--- config.mk ---
export PLATFORM = sky130hd
export DESIGN_NAME = video_timing_gen
export DESIGN_NICKNAME = d
export VERILOG_FILES = /design/src/rtl/video_pkg.sv /design/src/rtl/video_mod_counter.sv /design/src/rtl/video_timing_gen.sv
export SDC_FILE = /design/constraint.sdc
export NUM_CORES = 1
export LEC_CHECK = 0
export CAP_MARGIN = 20
export CORE_UTILIZATION = 45
export CTS_CLUSTER_SIZE = 10
export DETAILED_ROUTE_END_ITERATION = 7
export PLACE_DENSITY = 0.67
export SYNTH_ARGS = -nofsm -noshare
export SYNTH_HDL_FRONTEND = slang
export SYNTH_SLANG_ARGS = --single-unit
--- constraint.sdc ---
create_clock -name clk -period 3.4 [get_ports clk]
set_input_delay 0.51 -clock clk [delete_from_list [all_inputs] [get_ports clk]]
set_output_delay 0.51 -clock clk [all_outputs]
set_load 0.01 [all_outputs]
--- src/rtl/video_pkg.sv ---
// Shared video definitions: per-axis timing struct, standard modes, TMDS control codes
// and the colour-bar palette helper used by video_timing_gen (pattern enabled by VTG_PATTERN_EN).
package video_pkg;

    typedef struct packed {
        int active;
        int fp;
        int sync;
        int bp;
    } video_timing_t;

    typedef struct packed {
        video_timing_t h;
        video_timing_t v;
    } video_mode_t;

    localparam video_mode_t TIMING_640x480 = '{
        h: '{active: 640, fp: 16, sync: 96, bp: 48},
        v: '{active: 480, fp: 10, sync: 2, bp: 33}
    };

    localparam video_mode_t TIMING_1280x720 = '{
        h: '{active: 1280, fp: 110, sync: 40, bp: 220},
        v: '{active: 720, fp: 5, sync: 5, bp: 20}
    };

    // TMDS control symbols indexed by {c1, c0} during blanking
    localparam logic [9:0] TMDS_CTRL_00 = 10'b1101010100;
    localparam logic [9:0] TMDS_CTRL_01 = 10'b0010101011;
    localparam logic [9:0] TMDS_CTRL_10 = 10'b0101010100;
    localparam logic [9:0] TMDS_CTRL_11 = 10'b1010101011;

    // Bars run white, yellow, cyan, green, magenta, red, blue, black: each primary
    // is on when its selecting bit of the bar index is clear.
    function automatic logic [23:0] bar_rgb(input logic [2:0] bar);
        return {{8{~bar[1]}}, {8{~bar[2]}}, {8{~bar[0]}}};
    endfunction

endpackage

--- src/rtl/video_mod_counter.sv ---
// Modulo-N up counter with enable and synchronous reset; wrap is high on the
// enabled cycle that takes the count from N-1 back to 0.
module video_mod_counter #(
    parameter int N = 800,
    parameter int W = 12
) (
    input  logic         clk,
    input  logic         rst,
    input  logic         en,
    output logic [W-1:0] count,
    output logic         wrap
);

    localparam logic [W-1:0] LAST = W'(N - 1);

    assign wrap = en && (count == LAST);

    always_ff @(posedge clk) begin
        if (rst) begin
            count <= '0;
        end else if (en) begin
            count <= wrap ? '0 : count + W'(1);
        end
    end

endmodule

--- src/rtl/video_timing_gen.sv ---
// Raster timing generator feeding TMDS encoder c0/c1/de plus pixel coordinates.
// Define VTG_PATTERN_EN to add registered r/g/b colour-bar outputs aligned with de.
module video_timing_gen
    import video_pkg::*;
#(
    parameter int H_ACTIVE = TIMING_640x480.h.active,
    parameter int H_FP     = TIMING_640x480.h.fp,
    parameter int H_SYNC   = TIMING_640x480.h.sync,
    parameter int H_BP     = TIMING_640x480.h.bp,
    parameter int V_ACTIVE = TIMING_640x480.v.active,
    parameter int V_FP     = TIMING_640x480.v.fp,
    parameter int V_SYNC   = TIMING_640x480.v.sync,
    parameter int V_BP     = TIMING_640x480.v.bp,
    parameter bit HS_POL   = 1'b0,
    parameter bit VS_POL   = 1'b0,
    parameter int CW       = 12
) (
    input  logic          clk,
    input  logic          rst,
    input  logic          en,
    output logic          hsync,
    output logic          vsync,
    output logic          de,
    output logic [CW-1:0] x,
    output logic [CW-1:0] y,
    output logic          line_start,
    output logic          frame_start
`ifdef VTG_PATTERN_EN
    ,
    output logic [7:0]    r,
    output logic [7:0]    g,
    output logic [7:0]    b
`endif
);

    localparam int H_TOTAL = H_ACTIVE + H_FP + H_SYNC + H_BP;
    localparam int V_TOTAL = V_ACTIVE + V_FP + V_SYNC + V_BP;

    if (H_ACTIVE < 1 || H_FP < 1 || H_SYNC < 1 || H_BP < 1 ||
        V_ACTIVE < 1 || V_FP < 1 || V_SYNC < 1 || V_BP < 1) begin : g_bad_timing
        $fatal(1, "video_timing_gen: every timing parameter must be >= 1");
    end
    if (H_ACTIVE % 8 != 0) begin : g_bad_h_active
        $fatal(1, "video_timing_gen: H_ACTIVE must be a multiple of 8");
    end
    if (H_TOTAL > 2**CW || V_TOTAL > 2**CW) begin : g_bad_width
        $fatal(1, "video_timing_gen: H_TOTAL/V_TOTAL do not fit in CW bits");
    end

    localparam logic [CW-1:0] H_ACT    = CW'(H_ACTIVE);
    localparam logic [CW-1:0] HS_START = CW'(H_ACTIVE + H_FP);
    localparam logic [CW-1:0] HS_END   = CW'(H_ACTIVE + H_FP + H_SYNC);
    localparam logic [CW-1:0] V_ACT    = CW'(V_ACTIVE);
    localparam logic [CW-1:0] VS_START = CW'(V_ACTIVE + V_FP);
    localparam logic [CW-1:0] VS_END   = CW'(V_ACTIVE + V_FP + V_SYNC);

    logic [CW-1:0] h_cnt;
    logic [CW-1:0] v_cnt;
    logic          h_wrap;
    logic          unused_v_wrap;

    video_mod_counter #(.N(H_TOTAL), .W(CW)) u_h_cnt (
        .clk   (clk),
        .rst   (rst),
        .en    (en),
        .count (h_cnt),
        .wrap  (h_wrap)
    );

    // The line counter steps only on the pixel counter's wrap.
    video_mod_counter #(.N(V_TOTAL), .W(CW)) u_v_cnt (
        .clk   (clk),
        .rst   (rst),
        .en    (h_wrap),
        .count (v_cnt),
        .wrap  (unused_v_wrap)
    );

    logic active;
    logic h_in_sync;
    logic v_in_sync;

    always_comb begin
        active    = (h_cnt < H_ACT) && (v_cnt < V_ACT);
        h_in_sync = (h_cnt >= HS_START) && (h_cnt < HS_END);
        v_in_sync = (v_cnt >= VS_START) && (v_cnt < VS_END);
    end

    always_ff @(posedge clk) begin
        if (rst) begin
            hsync       <= ~HS_POL;
            vsync       <= ~VS_POL;
            de          <= 1'b0;
            x           <= '0;
            y           <= '0;
            line_start  <= 1'b0;
            frame_start <= 1'b0;
        end else if (en) begin
            hsync       <= h_in_sync ? HS_POL : ~HS_POL;
            vsync       <= v_in_sync ? VS_POL : ~VS_POL;
            de          <= active;
            x           <= h_cnt;
            y           <= v_cnt;
            line_start  <= (h_cnt == '0);
            frame_start <= (h_cnt == '0) && (v_cnt == '0);
        end else begin
            // Strobes are one clk wide even when the pixel clock enable is sparse.
            line_start  <= 1'b0;
            frame_start <= 1'b0;
        end
    end

`ifdef VTG_PATTERN_EN
    localparam int            BAR_W    = H_ACTIVE / 8;
    localparam logic [CW-1:0] BAR_LAST = CW'(BAR_W - 1);

    logic [CW-1:0] sub_cnt;
    logic [2:0]    bar_idx;

    // bar_idx/sub_cnt track h_cnt, restarting whenever h_cnt returns to 0.
    always_ff @(posedge clk) begin
        if (rst) begin
            sub_cnt <= '0;
            bar_idx <= '0;
        end else if (en) begin
            if (h_wrap) begin
                sub_cnt <= '0;
                bar_idx <= '0;
            end else if (sub_cnt == BAR_LAST) begin
                sub_cnt <= '0;
                bar_idx <= bar_idx + 3'd1;
            end else begin
                sub_cnt <= sub_cnt + CW'(1);
            end
        end
    end

    always_ff @(posedge clk) begin
        if (rst) begin
            {r, g, b} <= '0;
        end else if (en) begin
            {r, g, b} <= active ? bar_rgb(bar_idx) : 24'h000000;
        end
    end
`endif

endmodule

## After elaboration in Yosys (flattened, before gate mapping)

Index checks and enable logic that the tools add are counted.

| cells by class | value |
|---|---|
| add/subtract/negate cells | 2 |
| multipliers | 0 |
| div/mod/pow operators | 0 |
| magnitude comparators | 6 |
| eq/ne operators | 2 |
| shift-type cells | 0 |
| mux-type cells | 4 |
| bitwise logic cells | 1 |
| reductions and logical operators | 9 |

Operators with widths:

| cell | count |
|---|---|
| adder 12 x 1 -> 12 bit (second input constant) | 2 |
| == test 12 x 10 -> 1 bit (second input constant) | 2 |
| zero test 12 bit | 2 |
| < comparator 12 x 10 -> 1 bit (second input constant) | 2 |
| < comparator 12 x 9 -> 1 bit (second input constant) | 2 |
| two-way mux 12 bit | 2 |
| greater-or-equal comparator 12 x 10 -> 1 bit (second input constant) | 1 |
| greater-or-equal comparator 12 x 9 -> 1 bit (second input constant) | 1 |
| logical AND 1 bit | 6 |
| two-way mux 1 bit | 2 |
| OR reduction 2 bit | 1 |
| NOT 1 bit | 1 |

| storage, ports and cells | value |
|---|---|
| bits in registers | 53 |
| latch bits | 0 |
| memory bits (writable) | 0 |
| bits in read-only memories | 0 |
| input port bits | 3 |
| output and inout port bits | 29 |
| memories kept | 0 |

## Logic depth before layout (Yosys ltp)

Gate-level depths: netlist (run 1).

| logic depth | value |
|---|---|
| word-level depth | 4 |
| depth in mapped cells | 7 |
| gate-level depth less buffers | 6 |

## By module

A second synthesis (run 1) with hierarchy kept.

| second synthesis, totals | value |
|---|---|
| cell total of the unflattened synthesis | 240 |
| area, all modules | 2299.7 sq um |

By module, submodules not included:

| module | instances | cells each | area each (sq um) | seq. area each (sq um) |
|---|---|---|---|---|
| video_timing_gen | 1 | 110 | 1127.3 | 580.6 |
| video_mod_counter (u_v_cnt) | 1 | 66 | 600.6 | 240.2 |
| video_mod_counter (u_h_cnt) | 1 | 64 | 571.8 | 240.2 |

## Worst setup path after synthesis (run 1)

Ideal clock, no wire load.

| timing path | value |
|---|---|
| path type | input to register |
| from | input port en |
| to | register u_v_cnt.count[8] |
| library setup time | 71 ps |
| data arrival time | 1703 ps |
| data required time | 3329 ps |
| setup slack | 1626 ps |
| stages on the path | 5 |
| path buffers | 1 |
| cells stage by stage | buf_4 nor3b_4 nand4_4 or4b_1 a21oi_1 |

| on the way | value |
|---|---|
| word-level cells in the longest chain between the ends | 3 |

RTL lines:

| item | RTL line | RTL |
|---|---|---|
| from (decl) | video_timing_gen.sv:20 | `input logic en,` |
| logical AND 1 bit (*) | video_mod_counter.sv:16 | `assign wrap = en && (count == LAST);` |
| logical AND 1 bit | video_mod_counter.sv:16 |  |
| two-way mux 12 bit | video_mod_counter.sv:22 | `count <= wrap ? '0 : count + W'(1);` |
| to (signal assigned) | video_mod_counter.sv:22 |  |
| to (decl) | video_mod_counter.sv:10 | `output logic [W-1:0] count,` |

Mark *: on every way between the ends. The rest lies on a longest branch, timed or not.
A chain may end at the register's enable or synchronous reset.

## Worst setup path after layout (run 1)

| timing path | value |
|---|---|
| from | register u_v_cnt.count[0] |
| to | register u_v_cnt.count[6] |

| on the way | value |
|---|---|
| word-level cells in the longest chain between the ends | 3 |
| elaborated cells between the ends (all ways) | 4 |
| those cells by class | add/sub (1); eq/ne (1); mux (1); reduce/logical (1) |

RTL lines:

| item | RTL line |
|---|---|
| branches (longest 2 deep; another with adder 12 x 1 -> 12 bit) | - |
| two-way mux 12 bit (*) | video_mod_counter.sv:22 |

Every way passes the cells marked *.

==> flow_summary.json, run 1 <==
{
  "synth.area.mux_share": 0.100,
  "avgSynthCellArea_um2": 9.00,
  "row_count": 26,
  "synth_xor_area_frac": 0.0366,
  "cts_setup_buffers": 0,
  "syn_inst": 266,
  "dp_cells": 352,
  "crit_type": "flop to flop",
  "hold_viol_final": 0,
  "power.density_mw_per_mm2": 384,
  "finalClockSkew_ns": 0.00987,
  "grt_max_degree": 28,
  "nFillCells": 475,
  "diodes": 0,
  "finalWeightedCongestion": 0.802,
  "rsz0062_at_grt": "no",
  "finalNonFillerCells": 359,
  "crit_fanout": 12,
  "htreeDepth": 2,
  "peakVddDrop_uv": 217,
  "worstMarginPinSlew_ns": 0.955,
  "maxCapViolCount": 0,
  "startpoint_type": "flop",
  "fmaxAchievable_ghz": 0.465,
  "layout_commonest_cell": "dfxtp_1",
  "finalWirelength_um": 5160,
  "max_slew_margin": 0.361,
  "cts_root_buffer": "clkbuf_8",
  "drcViolationCount": 0,
  "core_mm2": 0.00511,
  "numCtsBuffers": 5,
  "ant_nets": 0,
  "final_cell_mix": "dfxtp_1 (53), nor2_1 (41), clkdlybuf4s50_1 (30), mux2i_1 (24)",
  "drive_gt1_frac": 0.0588,
  "hold_buffers": 0,
  "synth_compound_area_frac": 0.0784,
  "vias": 1917,
  "drt_iter0_markers": 177,
  "yosysSeqAreaShare": 0.443,
  "track_usage": 0.198,
  "worstPathArrival_ns": 2.31,
  "numPortBuffers": 31,
  "holdCritPathClass": "flop to flop",
  "cts.sinks": 53,
  "cts_max_path_buffers": 2,
  "cts_tree": "done",
  "design_area_mm2": 0.00284,
  "clkTransAtPathRegs_ns": 0.09,
  "first_pass_iters": 4,
  "first_global_vias": 1703,
  "routedWlPerCell_um": 14.4,
  "placed_area_mm2": 0.00273,
  "fin_setup_tns_ns": 0,
  "cts-resized-gates": 0,
  "netlist-cell-type-count": 38,
  "hpwl_um": 3520,
  "synth_fa_ha_area_frac": 0.0209,
  "post-route-period-util": 0.633,
  "syn_nets": 273,
  "vias_per_cell": 5.34,
  "slew_violations": 0,
  "area.growth.synth_to_final_pct": 18.5,
  "gr-total-overflow": 0,
  "leakage_nw": 0.991,
  "setup_viol": 0,
  "initial_core_util": 0.469,
  "die_h_um": 74.9,
  "fin_nets": 296,
  "ys_ff_latch": 53,
  "grt_pass1_wl_um": 8300,
  "dieArea_mm2": 0.00561,
  "dieWidth_um": 74.9,
  "num_io_pins": 32,
  "netlist_area_mm2": 0.00239,
  "min_period_ns": 2.15,
  "synth_top_family_by_area": "simple AND/OR/NAND/NOR gates",
  "antenna_found_initial": 0,
  "status": "finished clean",
  "critPathCaptureType": "flop",
  "yosys_warnings": 0,
  "worst_ep_required_time_ns": 3.55,
  "clk_latency_ns": 0.31,
  "synth-simple-area-share": 0.269
}
synthesized netlist by cell type:
master,instances,area share
nor2b_1,1,0.0026
and3_1,1,0.0026
mux2i_1,24,0.10
o21a_1,2,0.0063
nand2_1,12,0.019
and4_1,5,0.018
nor3b_4,1,0.0078
a21oi_1,12,0.025
nor2_1,41,0.064
and2_1,4,0.010
or3b_2,1,0.0037
nor4_1,3,0.0078
or2_2,1,0.0026
o21ai_0,3,0.0063
o32ai_1,5,0.018
nor3_4,1,0.0068
inv_1,12,0.019
nor4b_1,4,0.015
a211oi_1,4,0.013
nand2b_1,5,0.013
a41oi_1,2,0.0073
xor2_1,3,0.011
nand3_1,11,0.023
dfxtp_1,53,0.44
o22ai_1,1,0.0026
nand4_1,10,0.026
xnor2_1,7,0.026
buf_4,1,0.0031
or4_1,1,0.0031
nor3_1,5,0.010
buf_2,3,0.0063
nand4_4,1,0.0089
clkbuf_1,12,0.019
or4b_1,1,0.0042
and4_2,1,0.0042
ha_1,4,0.021
clkbuf_2,2,0.0042
or3_1,6,0.016
critical path, stage by stage (launching register included):
cell	delay, ns
dfxtp_1	0.37
inv_1	0.09
ha_1	0.15
nor4b_1	0.39
nand4_1	0.52
nand2_1	0.37
o32ai_1	0.12
routing by layer:
metal,wire length [um],share of wire,up-vias,global-route usage
li1,-,-,980,-
met1,2620,0.51,894,0.288
met2,2320,0.45,41,0.284
met3,192,0.037,2,0.0562
met4,30,0.0058,0,0.0608
met5,0,0,-,0
path summary, 6_finish.rpt:
check | cells after the start | from | to | slack, ns
setup / recovery | 6 | u_v_cnt.count[0] | u_v_cnt.count[6] | 1.25
hold / removal | 2 | de | de | 0.49
setup reg to reg | 6 | u_v_cnt.count[0] | u_v_cnt.count[6] | 1.25
hold reg to reg | 2 | de | de | 0.49
cells by family (layout without fill, tap and decap cells):
family | count (synthesis) | after routing
fa+ha+maj | 4 | 4
xor+xnor | 10 | 10
buf+inv | 30 | 53
mux | 24 | 24
simple gates | 116 | 116
flops | 53 | 53
compound gates | 29 | 29
power by group:
group | switching [W] | internal [W]
Combinational | 0.0000285 | 0.0000219
Sequential | 0.00000401 | 0.000625
Clock | 0.000196 | 0.000214
Total | 0.000229 | 0.000861
through the flow:
| step | utilization | hold WS, ns | total power [W] | setup slack (ns) |
|---|---|---|---|---|
| floorplan | - | 0.479 | 0.000679 | 1.63 |
| global placement | 0.535 | 0.478 | 0.000694 | 1.11 |
| detailed placement | 0.535 | 0.479 | 0.000695 | 1.04 |
| CTS | 0.555 | 0.492 | 0.00110 | 1.28 |
| global route | 0.555 | 0.509 | 0.00113 | 0.988 |
| finish | 0.555 | 0.486 | 0.00109 | 1.25 |
state kept, by name, indices dropped and copies added, names as in the netlist:
| name | cells |
|---|---|
| u_h_cnt.count | 12 |
| u_v_cnt.count | 12 |
| x | 12 |
| y | 12 |
| de | 1 |
| frame_start | 1 |
| hsync | 1 |
| line_start | 1 |
| vsync | 1 |
area by class of cell:
cell class	count	area (um2)	share of cell area
tap	70	87.6	0.0309
inverter	12	45.0	0.0159
clock inverter	2	35.0	0.0124
sequential	53	1060	0.374
multi-input combinational	183	1210	0.427
clock buffer	5	68.8	0.0243
timing repair buffer	34	328	0.116
Power figures use the tool's default switching activity.
==> inputs of run 2 (changes only) <==
clock period = 2.03 ns   (was 3.4 ns; I/O delays follow)
==> flow_summary.json, run 2 (synthesis gave the netlist of run 1 again) <==
{
  "critPathCaptureType": "flop",
  "dieArea_mm2": 0.00561,
  "first_pass_iters": 4,
  "worstReg2RegStart": "u_h_cnt.count[1]",
  "num_io_pins": 32,
  "finalWirelength_um": 5080,
  "core_mm2": 0.00511,
  "fin_setup_tns_ns": 0,
  "design_area_mm2": 0.00290,
  "gr-total-overflow": 0,
  "peakVddDrop_uv": 328,
  "status": "finished clean",
  "cts_max_path_buffers": 2,
  "worstMarginPinSlew_ns": 0.372,
  "hold_viol_final": 0,
  "rr_worst_depth": 5,
  "max_slew_margin": 0.749,
  "initial_core_util": 0.469,
  "power.density_mw_per_mm2": 595,
  "rrSetupSlack_ns": 0.16,
  "die_h_um": 74.9,
  "hpwl_um": 3590,
  "max_stage_delay_ns": 0.53,
  "drcViolationCount": 0,
  "clkTransAtPathRegs_ns": 0.10,
  "final_cell_mix": "dfxtp_1 (53), nor2_1 (41), clkdlybuf4s50_1 (30), mux2i_1 (24)",
  "setup_viol": 0,
  "cp_top_family": "simple AND/OR/NAND/NOR gates",
  "grt_max_degree": 49,
  "antenna_found_initial": 0,
  "finalWeightedCongestion": 0.854,
  "startpoint_type": "flop",
  "placed_area_mm2": 0.00281,
  "post-route-period-util": 0.920,
  "diodes": 0,
  "worst_ep_required_time_ns": 2.27,
  "drive_gt1_frac": 0.0936,
  "ant_nets": 0,
  "routedWlPerCell_um": 13.8,
  "grt_pass1_wl_um": 8290,
  "finalClockSkew_ns": 0.0127,
  "crit_fanout": 9,
  "htreeDepth": 2,
  "track_usage": 0.197,
  "cts_root_buffer": "clkbuf_8",
  "crit_buf_inv": 0,
  "maxCapViolCount": 0,
  "holdCritPathClass": "primary input to flop",
  "numCtsBuffers": 5,
  "leakage_nw": 1.03,
  "min_period_ns": 1.87,
  "slowest_stage": "or4b_1",
  "fin_nets": 305,
  "fmaxAchievable_ghz": 0.535,
  "layout_commonest_cell": "dfxtp_1",
  "reg2reg_to": "u_v_cnt.count[8]",
  "drt_iter0_markers": 96,
  "vias_per_cell": 5.25,
  "rsz0062_at_grt": "no",
  "first_global_vias": 1678,
  "crit_chain": "ha_1, and4_2, nand4_4, or4b_1, a21oi_1",
  "whs_endpoint": "u_h_cnt.count[0]",
  "p_total_w": 0.00173,
  "cts_tree": "done",
  "hold_depth": 3,
  "vias": 1936,
  "clk_latency_ns": 0.31,
  "dieWidth_um": 74.9,
  "row_count": 26,
  "crit_type": "flop to flop",
  "area.growth.synth_to_final_pct": 21.3,
  "worstPathArrival_ns": 2.10,
  "min_from": "en",
  "cts.sinks": 53,
  "numPortBuffers": 31,
  "slew_violations": 0
}
## run 2: area by class of cell
cell class / instances / area [um2]
well taps: 70 / 87.6
clock buffers: 5 / 68.8
clock inverters: 3 / 17.5
flip-flops and latches: 53 / 1060
multi-input cells: 183 / 1220
fillers: 490 / 2200
inverters: 12 / 45.0
repair buffers: 43 / 408
## run 2: repair_timing
action                                  4_1_cts  5_1_grt
setup buffers                                 0        0
hold buffers                                  0        0
endpoints found under the setup margin        0        4
resized for setup                             0        1
## run 2: stage by stage
step | hold slack [ns] | setup slack (ns) | instances | utilization
floorplan | 0.479 | 0.330 | 266 | -
global placement | 0.471 | 0.232 | 361 | 0.550
detailed placement | 0.480 | 0.140 | 361 | 0.550
CTS | 0.304 | 0.108 | 369 | 0.567
global route | 0.313 | 0.0413 | 369 | 0.569
finish | 0.312 | 0.162 | 369 | 0.569
## run 2: worst max path at each step
stage                                start                to  slack, ns  cells after the start
after floorplan           u_h_cnt.count[0]  u_v_cnt.count[8]       0.33                      5
after global placement    u_h_cnt.count[0]  u_v_cnt.count[8]       0.23                      5
after detailed placement  u_v_cnt.count[0]  u_v_cnt.count[5]       0.14                      7
after CTS                 u_v_cnt.count[0]  u_v_cnt.count[5]       0.11                      7
after global routing      u_h_cnt.count[0]  u_v_cnt.count[9]       0.04                      5
final                     u_h_cnt.count[1]  u_v_cnt.count[8]       0.16                      5
## run 2: worst min-delay path, stage by stage
cell,delay [ns]
buf_2,0.14
nand3_1,0.07
a21oi_1,0.05
## run 2: metal layers
layer | wire (um) | GRT usage | share of wire
met5 | 0 | 0 | 0
met4 | 116 | 0.0881 | 0.023
met3 | 281 | 0.0402 | 0.055
met2 | 2110 | 0.277 | 0.42
met1 | 2570 | 0.290 | 0.51
## run 2: power breakdown
| group | internal (W) | switching (W) |
|---|---|---|
| clock | 0.000239 | 0.000345 |
| sequential | 0.00105 | 0.00000610 |
| combinational | 0.0000397 | 0.0000494 |
==> inputs of run 3 (changes only) <==
MAX_ROUTING_LAYER = met4   (was not set)
PLACE_DENSITY = 0.76   (was 0.67)
==> flow_summary.json, run 3 (synthesis gave the netlist of run 1 again) <==
{
  "status": "finished clean",
  "area.growth.synth_to_final_pct": 21.7,
  "htreeDepth": 2,
  "fin_setup_tns_ns": 0,
  "fin_nets": 307,
  "hold-worst-slack_ns": 0.378,
  "cts_max_path_buffers": 2,
  "leakage_nw": 1.04,
  "track_usage": 0.214,
  "slew_violations": 0,
  "cp_top_family": "simple AND/OR/NAND/NOR gates",
  "worst_ep_required_time_ns": 2.28,
  "fin_ws_ns": 0.138,
  "final_cell_mix": "dfxtp_1 (53), nor2_1 (41), clkdlybuf4s50_1 (30), mux2i_1 (24), buf_4 (13)",
  "first_pass_iters": 4,
  "holdCritPathClass": "primary input to flop",
  "post-route-period-util": 0.932,
  "design_area_mm2": 0.00291,
  "vias_per_cell": 5.37,
  "max_stage_delay_ns": 0.53,
  "slowest_stage": "or4b_1",
  "peakVddDrop_uv": 350,
  "num_io_pins": 32,
  "dieWidth_um": 74.9,
  "vias": 1988,
  "hpwl_um": 3750,
  "startpoint_type": "flop",
  "die_h_um": 74.9,
  "row_count": 26,
  "drcViolationCount": 0,
  "drive_gt1_frac": 0.0900,
  "numPortBuffers": 31,
  "finalClockSkew_ns": 0.00518,
  "grt_max_degree": 24,
  "power.density_mw_per_mm2": 599,
  "max_slew_margin": 0.720,
  "diodes": 0,
  "routedWlPerCell_um": 14.2,
  "worstMarginPinSlew_ns": 0.415,
  "maxCapViolCount": 0,
  "clkTransAtPathRegs_ns": 0.09,
  "worstPathArrival_ns": 2.14,
  "pre_cts_ws_ns": 0.165,
  "crit_buf_inv": 0,
  "grt_pass1_wl_um": 8760,
  "cts.sinks": 53,
  "hold_buffers": 0,
  "setup_viol": 0,
  "crit_fanout": 9,
  "finalWirelength_um": 5250,
  "crit_type": "flop to flop",
  "gr-total-overflow": 0,
  "drt_iter0_markers": 154,
  "layout_commonest_cell": "dfxtp_1",
  "first_global_vias": 1789,
  "crit_chain": "ha_1, and4_2, nand4_4, or4b_1, a21oi_1",
  "hold_viol_final": 0,
  "min_period_ns": 1.89,
  "cts_root_buffer": "clkbuf_8",
  "initial_core_util": 0.469,
  "rsz0062_at_grt": "no",
  "cts_tree": "done",
  "numCtsBuffers": 5,
  "dieArea_mm2": 0.00561,
  "clk_latency_ns": 0.31,
  "nFillCells": 504,
  "critPathCaptureType": "flop",
  "antenna_found_initial": 0,
  "fmaxAchievable_ghz": 0.529,
  "core_mm2": 0.00511,
  "ant_nets": 0,
  "finalWeightedCongestion": 0.852,
  "placed_area_mm2": 0.00282
}
## run 3: routing by layer
metal | vias to the layer above | track usage | wire length (um)
li1 | 1000 | - | -
met3 | 5 | 0.0375 | 270
met2 | 55 | 0.316 | 2350
met5 | - | - | 0
met1 | 928 | 0.299 | 2560
met4 | 0 | 0.0650 | 73
## run 3: what timing repair did
item / 4_1_cts / 5_1_grt
endpoints found under the setup margin: 0 / 2
setup buffers: 0 / 1
gates resized for setup: 0 / 0
## run 3: worst reg2reg max path, stage by stage, from the launching register on
cell and delay, ns:
dfxtp_1 0.42, ha_1 0.26, and4_2 0.31, nand4_4 0.18
or4b_1 0.53, a21oi_1 0.14
## run 3: power by group
part	leakage, nW	internal [W]	switching (W)
clock	0.0443	0.000271	0.000329
combinational	0.567	0.0000418	0.0000495
sequential	0.428	0.00105	0.00000566
## run 3: worst paths after layout
kind / slack, ns / cells past startpoint / endpoint / startpoint
max: 0.14 / 5 / u_v_cnt.count[8] / u_h_cnt.count[1]
min: 0.38 / 3 / de / en
max reg2reg: 0.14 / 5 / u_v_cnt.count[8] / u_h_cnt.count[1]
min reg2reg: 0.48 / 2 / de / de
## run 3: area by class of cell
cell class	instances	area, um2	share of cell area
inverter	12	45.0	0.0155
tap	70	87.6	0.0301
clock buffer	7	86.3	0.0296
multi-input combinational	183	1210	0.415
sequential	53	1060	0.364
timing repair buffer	45	423	0.145
## run 3: metrics by stage
stage	utilization	cells	power, W
5_1_grt	0.570	370	0.00181
3_5_place_dp	0.552	362	0.00117
6_report	0.570	370	0.00174
2_1_floorplan	-	266	0.00114
4_1_cts	0.569	369	0.00176
3_3_place_gp	0.552	362	0.00117
